--- config.mk ---
export PLATFORM = sky130hd
export DESIGN_NAME = tff_seq_ctrl_flat
export DESIGN_NICKNAME = d
export VERILOG_FILES = /design/src/rtl/tff_seq_ctrl_if.sv /design/src/rtl/tff_seq_ctrl.sv /design/src/flat_wrapper.sv
export SDC_FILE = /design/constraint.sdc
export NUM_CORES = 1
export LEC_CHECK = 0
export CORE_UTILIZATION = 46
export CTS_CLUSTER_DIAMETER = 150
export DETAILED_ROUTE_END_ITERATION = 6
export PLACE_DENSITY = 0.81
export SLEW_MARGIN = 20
export SYNTH_ARGS = -nofsm -noshare
export SYNTH_HDL_FRONTEND = slang
export SYNTH_SLANG_ARGS = --single-unit
export TNS_END_PERCENT = 100
--- constraint.sdc ---
create_clock -name clk_i -period 2.2 [get_ports clk_i]
set_clock_uncertainty 0.2 [all_clocks]
set_input_delay 0.44 -clock clk_i [delete_from_list [all_inputs] [get_ports clk_i]]
set_output_delay 0.44 -clock clk_i [all_outputs]
set_load 0.1 [all_outputs]
--- src/rtl/tff_seq_ctrl_if.sv ---
// Handshake/control bundle for tff_seq_ctrl.
// master: the requester (drives start/pause/ack/dir/limit, observes status).
// slave : the sequencer itself.
interface tff_seq_ctrl_if #(
   parameter int unsigned WIDTH = 4
);
   logic             start;
   logic             pause;
   logic             ack;
   logic             dir;
   logic [WIDTH-1:0] limit;
   logic [WIDTH-1:0] count;
   logic [WIDTH-1:0] t_vec;
   logic [1:0]       state;
   logic             busy;
   logic             done;
   logic             tc;

   modport master (
      output start, pause, ack, dir, limit,
      input  count, t_vec, state, busy, done, tc
   );

   modport slave (
      input  start, pause, ack, dir, limit,
      output count, t_vec, state, busy, done, tc
   );
endinterface

--- src/rtl/tff_seq_ctrl.sv ---
// tff_seq_ctrl: start/pause/ack sequencer around a bank of T flip-flops that
// counts up (0 -> limit) or down (limit -> 0).
// Optional feature macro: TFF_SEQ_CTRL_AUTORELOAD_EN -- when defined the
// terminal cycle reloads the start value and stays in RUN instead of DONE.
module tff_seq_ctrl #(
   parameter int unsigned WIDTH = 4
) (
   input logic           clk_i,
   input logic           rst_ni,
   tff_seq_ctrl_if.slave bus
);

   typedef enum logic [1:0] {
      StIdle = 2'b00,
      StRun  = 2'b01,
      StHold = 2'b10,
      StDone = 2'b11
   } state_e;

   state_e           state_q, state_d;
   logic [WIDTH-1:0] count_q, count_d;
   logic [WIDTH-1:0] lim_q, lim_d;
   logic             dir_q, dir_d;

   logic [WIDTH-1:0] term_val;
   logic             tc;
   logic             advance;
   logic [WIDTH-1:0] t_vec;

   assign term_val = dir_q ? '0 : lim_q;
   assign tc       = (state_q == StRun) && (count_q == term_val);
   assign advance  = (state_q == StRun) && !tc && !bus.pause;

   // T inputs: ripple-carry style toggle enables, forced to zero unless advancing
   always_comb begin
      logic carry;
      t_vec = '0;
      carry = 1'b1;
      if (advance) begin
         for (int i = 0; i < WIDTH; i++) begin
            t_vec[i] = carry;
            carry    = carry & (dir_q ? ~count_q[i] : count_q[i]);
         end
      end
   end

   // Next-state logic: FSM transitions, capture on start, T-FF toggle otherwise
   always_comb begin
      state_d = state_q;
      count_d = count_q ^ t_vec;
      lim_d   = lim_q;
      dir_d   = dir_q;
      unique case (state_q)
         StIdle: begin
            if (bus.start) begin
               lim_d   = bus.limit;
               dir_d   = bus.dir;
               count_d = bus.dir ? bus.limit : '0;
               state_d = StRun;
            end
         end
         StRun: begin
            if (tc) begin
`ifdef TFF_SEQ_CTRL_AUTORELOAD_EN
               count_d = dir_q ? lim_q : '0;
`else
               state_d = StDone;
`endif
            end else if (bus.pause) begin
               state_d = StHold;
            end
         end
         StHold: begin
            if (!bus.pause) state_d = StRun;
         end
         StDone: begin
            if (bus.ack) state_d = StIdle;
         end
         default: state_d = StIdle;
      endcase
   end

   // State and T-flip-flop bank registers, async active-low reset
   always_ff @(posedge clk_i or negedge rst_ni) begin
      if (!rst_ni) begin
         state_q <= StIdle;
         count_q <= '0;
         lim_q   <= '0;
         dir_q   <= 1'b0;
      end else begin
         state_q <= state_d;
         count_q <= count_d;
         lim_q   <= lim_d;
         dir_q   <= dir_d;
      end
   end

   assign bus.count = count_q;
   assign bus.t_vec = t_vec;
   assign bus.state = state_q;
   assign bus.busy  = (state_q == StRun) || (state_q == StHold);
   assign bus.done  = (state_q == StDone);
   assign bus.tc    = tc;

endmodule

--- src/flat_wrapper.sv ---
// flat-port wrapper written by rule: the top's interface ports become plain ports
module tff_seq_ctrl_flat 
#(
   parameter int unsigned WIDTH = 4
)
  (clk_i, rst_ni, bus_start, bus_pause, bus_ack, bus_dir, bus_limit, bus_count, bus_t_vec, bus_state, bus_busy, bus_done, bus_tc);
  tff_seq_ctrl_if #(.WIDTH(WIDTH)) bus_i ();
  input logic clk_i;
  input logic rst_ni;
  input wire logic [$bits(bus_i.start)-1:0] bus_start;
  input wire logic [$bits(bus_i.pause)-1:0] bus_pause;
  input wire logic [$bits(bus_i.ack)-1:0] bus_ack;
  input wire logic [$bits(bus_i.dir)-1:0] bus_dir;
  input wire logic [$bits(bus_i.limit)-1:0] bus_limit;
  output wire logic [$bits(bus_i.count)-1:0] bus_count;
  output wire logic [$bits(bus_i.t_vec)-1:0] bus_t_vec;
  output wire logic [$bits(bus_i.state)-1:0] bus_state;
  output wire logic [$bits(bus_i.busy)-1:0] bus_busy;
  output wire logic [$bits(bus_i.done)-1:0] bus_done;
  output wire logic [$bits(bus_i.tc)-1:0] bus_tc;
  assign bus_i.start = bus_start;
  assign bus_i.pause = bus_pause;
  assign bus_i.ack = bus_ack;
  assign bus_i.dir = bus_dir;
  assign bus_i.limit = bus_limit;
  assign bus_count = bus_i.count;
  assign bus_t_vec = bus_i.t_vec;
  assign bus_state = bus_i.state;
  assign bus_busy = bus_i.busy;
  assign bus_done = bus_i.done;
  assign bus_tc = bus_i.tc;
  tff_seq_ctrl #(.WIDTH(WIDTH)) u_core (.clk_i(clk_i), .rst_ni(rst_ni), .bus(bus_i));
endmodule
After elaboration in Yosys (flattened, before gate mapping):

Cells that the tools add are included.

* flip-flop bits (word level): 11
* bits of input ports: 10
* output and inout bits: 13
* word-level logic and storage cells: 41

* equality and inequality tests: 8
* multiplexer cells: 14
* bitwise logic cells: 6
* reductions and logical operators: 9

Operators by type and width (count)
* 2-to-1 mux 4 bit: 5
* 2-to-1 mux 2 bit: 5
* one-hot mux 2 bit (4 select lines): 1
* inequality test 2 bit (second input constant): 3
* == test 2 bit (second input constant): 2
* == test 4 bit: 1
* AND reduction 4 bit: 1
* XOR 4 bit: 1
* logical AND 1 bit: 3
* 2-to-1 mux 1 bit: 3
* inequality test 3 x 2 -> 1 bit (second input constant): 1
* NOT 1 bit: 3
* AND 1 bit: 2
* == test 2 x 1 -> 1 bit (second input constant): 1
* zero test 1 bit: 2
* zero test 2 bit: 1
* AND reduction 2 bit: 1
* logical OR 1 bit: 1

Depth between registers and ports, before layout:

* word-level depth: 10
* depth in mapped cells: 8
* mapped depth without buffers: 7

Least setup slack after synthesis:

Ideal clock, no wire load.

* path type: reg2out
* start point: register u_core.count_q[0] (netlist: u_core.bus.count[0])
* end point: output port bus_tc
* data arrival time: 3.886 ns
* data required time: 1.560 ns
* path slack: -2.326 ns
* cell stages (with the launch flop): 5
* path buffers: 1
* cell sequence: dfrtp_1 > buf_2 > nand3b_4 > o22a_1 > a221oi_1

* longest elaborated chain between the ends: 2

RTL lines
* start, declared: RTL line tff_seq_ctrl.sv:21 `logic [WIDTH-1:0] count_q, count_d;`
* start signal, assigned: RTL line tff_seq_ctrl.sv:92 `count_q <= count_d;`
* == test 4 bit: RTL line tff_seq_ctrl.sv:31 `assign tc = (state_q == StRun) && (count_q == term_val);`
* logical AND 1 bit: RTL line tff_seq_ctrl.sv:31
* end, declared: RTL line flat_wrapper.sv:20 `output wire logic [$bits(bus_i.tc)-1:0] bus_tc;`

No other way between the ends.

Final worst setup path:

* start point: register u_core.dir_q
* end point: output port bus_t_vec[2]

* longest elaborated chain between the ends: 7
* elaborated cells between the ends (all ways): 10
* those cells by class: eq/ne: 1; mux: 4; bitwise: 1; reduce/logical: 4

RTL lines
* start, declared: RTL line tff_seq_ctrl.sv:23 `logic dir_q, dir_d;`
* start signal, assigned: RTL line tff_seq_ctrl.sv:94 `dir_q <= dir_d;`
* 2-to-1 mux 4 bit: RTL line tff_seq_ctrl.sv:30 `assign term_val = dir_q ? '0 : lim_q;`
* == test 4 bit: RTL line tff_seq_ctrl.sv:31
* logical AND 1 bit: RTL line tff_seq_ctrl.sv:31
* zero test 1 bit: RTL line tff_seq_ctrl.sv:32 `assign advance = (state_q == StRun) && !tc && !bus.pause;`
* logical AND 1 bit (2 in series): RTL line tff_seq_ctrl.sv:32
* 2-to-1 mux 4 bit *: RTL line tff_seq_ctrl.sv:39 `if (advance) begin`
* end, declared: RTL line flat_wrapper.sv:16 `output wire logic [$bits(bus_i.t_vec)-1:0] bus_t_vec;`

Mark *: on every way between the ends. The rest lies on a longest branch, timed or not.

==> flow_summary.yaml <==
cells_and_area:
  drive_gt1_share_pct: 59.7
  final_util_pct: 96.6
  num-nets-final: 145
  fin_area_um2: 1510
  syn_to_final_growth_pct: 89.0
  diodes: 0
detailed_routing:
  dr.first_iter.drc_count: 85
  drc: 1
  ant_nets: 0
  wl_um: 3790
  drt-vias-per-instance: 6.79
  drtPass1Iterations: 6
  vias: 984
  wire_per_inst_um: 26.1
critical_path:
  cp.required_ns: 1.56
  cp.buffers_inverters: 2
  end_kind: "primary output"
  cpMaxStageDelayCell: "dfrtp_2"
  path_cells: "nand4bb_1 -> o22a_2 -> a32oi_4 -> buf_6 -> nor2_4 -> buf_12"
  rrSetupSlack_ns: -0.22
  crit_type: "flop to primary output"
  cp.arrival_ns: 1.98
  crit_path_start_kind: "flop"
  cp_slowest_stage_delay_ns: 0.47
  crit_fanout: 6
  critPathTopFamily: "compound AO/OA/AOI/OAI gates"
yosys:
  synth.ff_latch_count: 11
  netlist_instances: 82
  yosysWarnings: 0
  synth_top_area_share_pct: 34.5
  ys.flop_type: "dfrtp_1"
  ys_async_sr_fraction_pct: 100
  synth.distinct_cells: 33
  synth_nets: 97
  yosys.area.top_type: "dfrtp_1"
  synth.area.top_cells: "dfrtp_1 35%, ha_1 7.8%, mux2_2 7.1%"
  synth_edf_count: 0
  synth_seq_area_share_pct: 34.5
  syn_avg_cell_area_um2: 9.72
  syn_area_um2: 797
grt:
  grt_use_total_pct: 32.0
  grt_pass1_vias: 869
  antenna_found_initial: 0
  grt_max_degree: 14
  grt_pass1_wl_um: 4250
  overflow: 0
placement:
  dpl_cell_area_um2: 1350
  port_buffers: 22
  gp_congestion: 0.822
  dpl.hpwl_um: 1870
floorplan:
  core_um2: 1560
  rows: 14
  start_util_pct: 51.1
  die_area_um2: 1900
  ios: 23
  die_y_um: 43.6
  die_w_um: 43.6
timing:
  timing.final.ws_setup_ns: -0.416
  hold_viol: 0
  finalCritPeriodShare_pct: 119
  setup_tns_ns: -2.57
  slew_violations: 0
  setup_violations: 10
  rsz0062_at_grt: "true"
  min_period_ns: 2.62
  max_freq_mhz: 382
  relSlewSlack_pct: 65.6
  worst_pin_slew_ns: 0.515
clock_network:
  cts_buffer_depth: 2
  cts_tree: "built"
  root_buffer: "clkbuf_4"
  insertion_delay_ns: 0.27
  clkSinkCount: 11
  clk_pin_slew_ns: 0.08
  cts_buffers: 3
  hold_buffers: 0
  htree_levels: 1
outcome:
  status: "finished with violations"
  failed_checks: "design-rule violations, negative setup slack"
hold_path:
  hp-class: "input port to asynchronous set/reset pin"
job:
  max-cap-violations: 0
[flip-flops by register name, summed over array words and instances (netlist names)]
name              cells
u_core.bus.count      4
u_core.bus.state      2
u_core.dir_q          1
u_core.lim_q          4
[cell usage after synthesis, types with 2 or more instances]
cell	instances
dfrtp_1	11
nor2_1	7
a21oi_1	6
inv_1	6
o21ai_0	6
ha_1	5
mux2_2	5
a31oi_1	4
nand2_1	3
or3_1	3
buf_6	2
xnor2_1	2
xor2_1	2
[layout make-up]
class | count | area (µm²)
Timing Repair Buffer | 48 | 568
Multi-Input combinational cell | 59 | 562
Sequential cell | 11 | 299
Fill cell | 27 | 52.6
Inverter | 7 | 31.3
Clock buffer | 4 | 26.3
Tap cell | 16 | 20.0
[kinds of logic (layout without fill, tap and decap cells)]
family,after synthesis,after routing,share of synthesized area (%)
mux,5,5,7.06
flops,11,11,34.5
simple gates,21,21,16.8
xor+xnor,4,4,4.40
fa+ha+maj,5,5,7.85
buf+inv,12,59,8.48
compound gates,24,24,20.9
[final timing paths]
path                                       end  cells after the start             from
setup / recovery                  bus_t_vec[2]                      6     u_core.dir_q
hold / removal                 u_core.lim_q[0]                      1           rst_ni
setup reg to reg           u_core.bus.count[1]                      9     u_core.dir_q
hold reg to reg                u_core.lim_q[2]                      1  u_core.lim_q[2]
max in group asynchronous  u_core.bus.count[3]                      1           rst_ni
min in group clk_i             u_core.lim_q[2]                      1  u_core.lim_q[2]
[worst reg2reg max path: stages, from the launching register on]
cell and delay [ns]:
dfrtp_2 0.47, buf_4 0.16, o21bai_1 0.24, a21boi_4 0.22, a32oi_4 0.09, buf_6 0.17
buf_6 0.12, buf_6 0.11, or3_4 0.37, a31oi_1 0.19
[stage by stage]
stage	cells	hold WS, ns	worst slack, ns
global placement	131	0.332	-0.197
detailed placement	131	0.349	-0.271
CTS	141	0.314	-0.314
finish	145	0.307	-0.416
global route	145	0.348	-0.442
floorplan	82	-0.0556	-0.396
[what timing repair did]
action | 4_1_cts | 5_1_grt
buffers inserted | 6 | 5
resized for setup | 5 | 10
hold endpoints to repair | 0 | 0
pin swaps | 7 | 6
endpoints found under the setup margin | 6 | 11
[routing by layer]
layer,GRT usage (%),up-vias,routed length [µm]
li1,-,385,-
met1,41.3,445,1210
met2,51.0,112,1820
met3,3.33,42,448
met4,20.0,0,312
met5,0,-,0
[cells in the final DEF (no fill, tap or decap), types with 2 or more instances in the layout]
cell,netlist,final
buf_4,1,20
buf_12,0,13
clkdlybuf4s50_1,0,9
a21oi_1,6,6
buf_6,2,6
dfrtp_4,0,6
inv_1,6,5
mux2_2,5,5
a31oi_1,4,4
dfrtp_1,11,4
nand2_1,3,3
nor2_4,0,3
o21ai_0,6,3
clkbuf_4,0,3
inv_4,1,2
xor2_1,2,2
nor2_1,7,2
nor2_2,0,2
xnor2_1,2,2
or3_4,0,2
o21ai_1,0,2
ha_2,0,2
ha_1,5,2
Power is not shown: default switching activity piles up to over one toggle a cycle in this logic, so the estimate is an artifact.
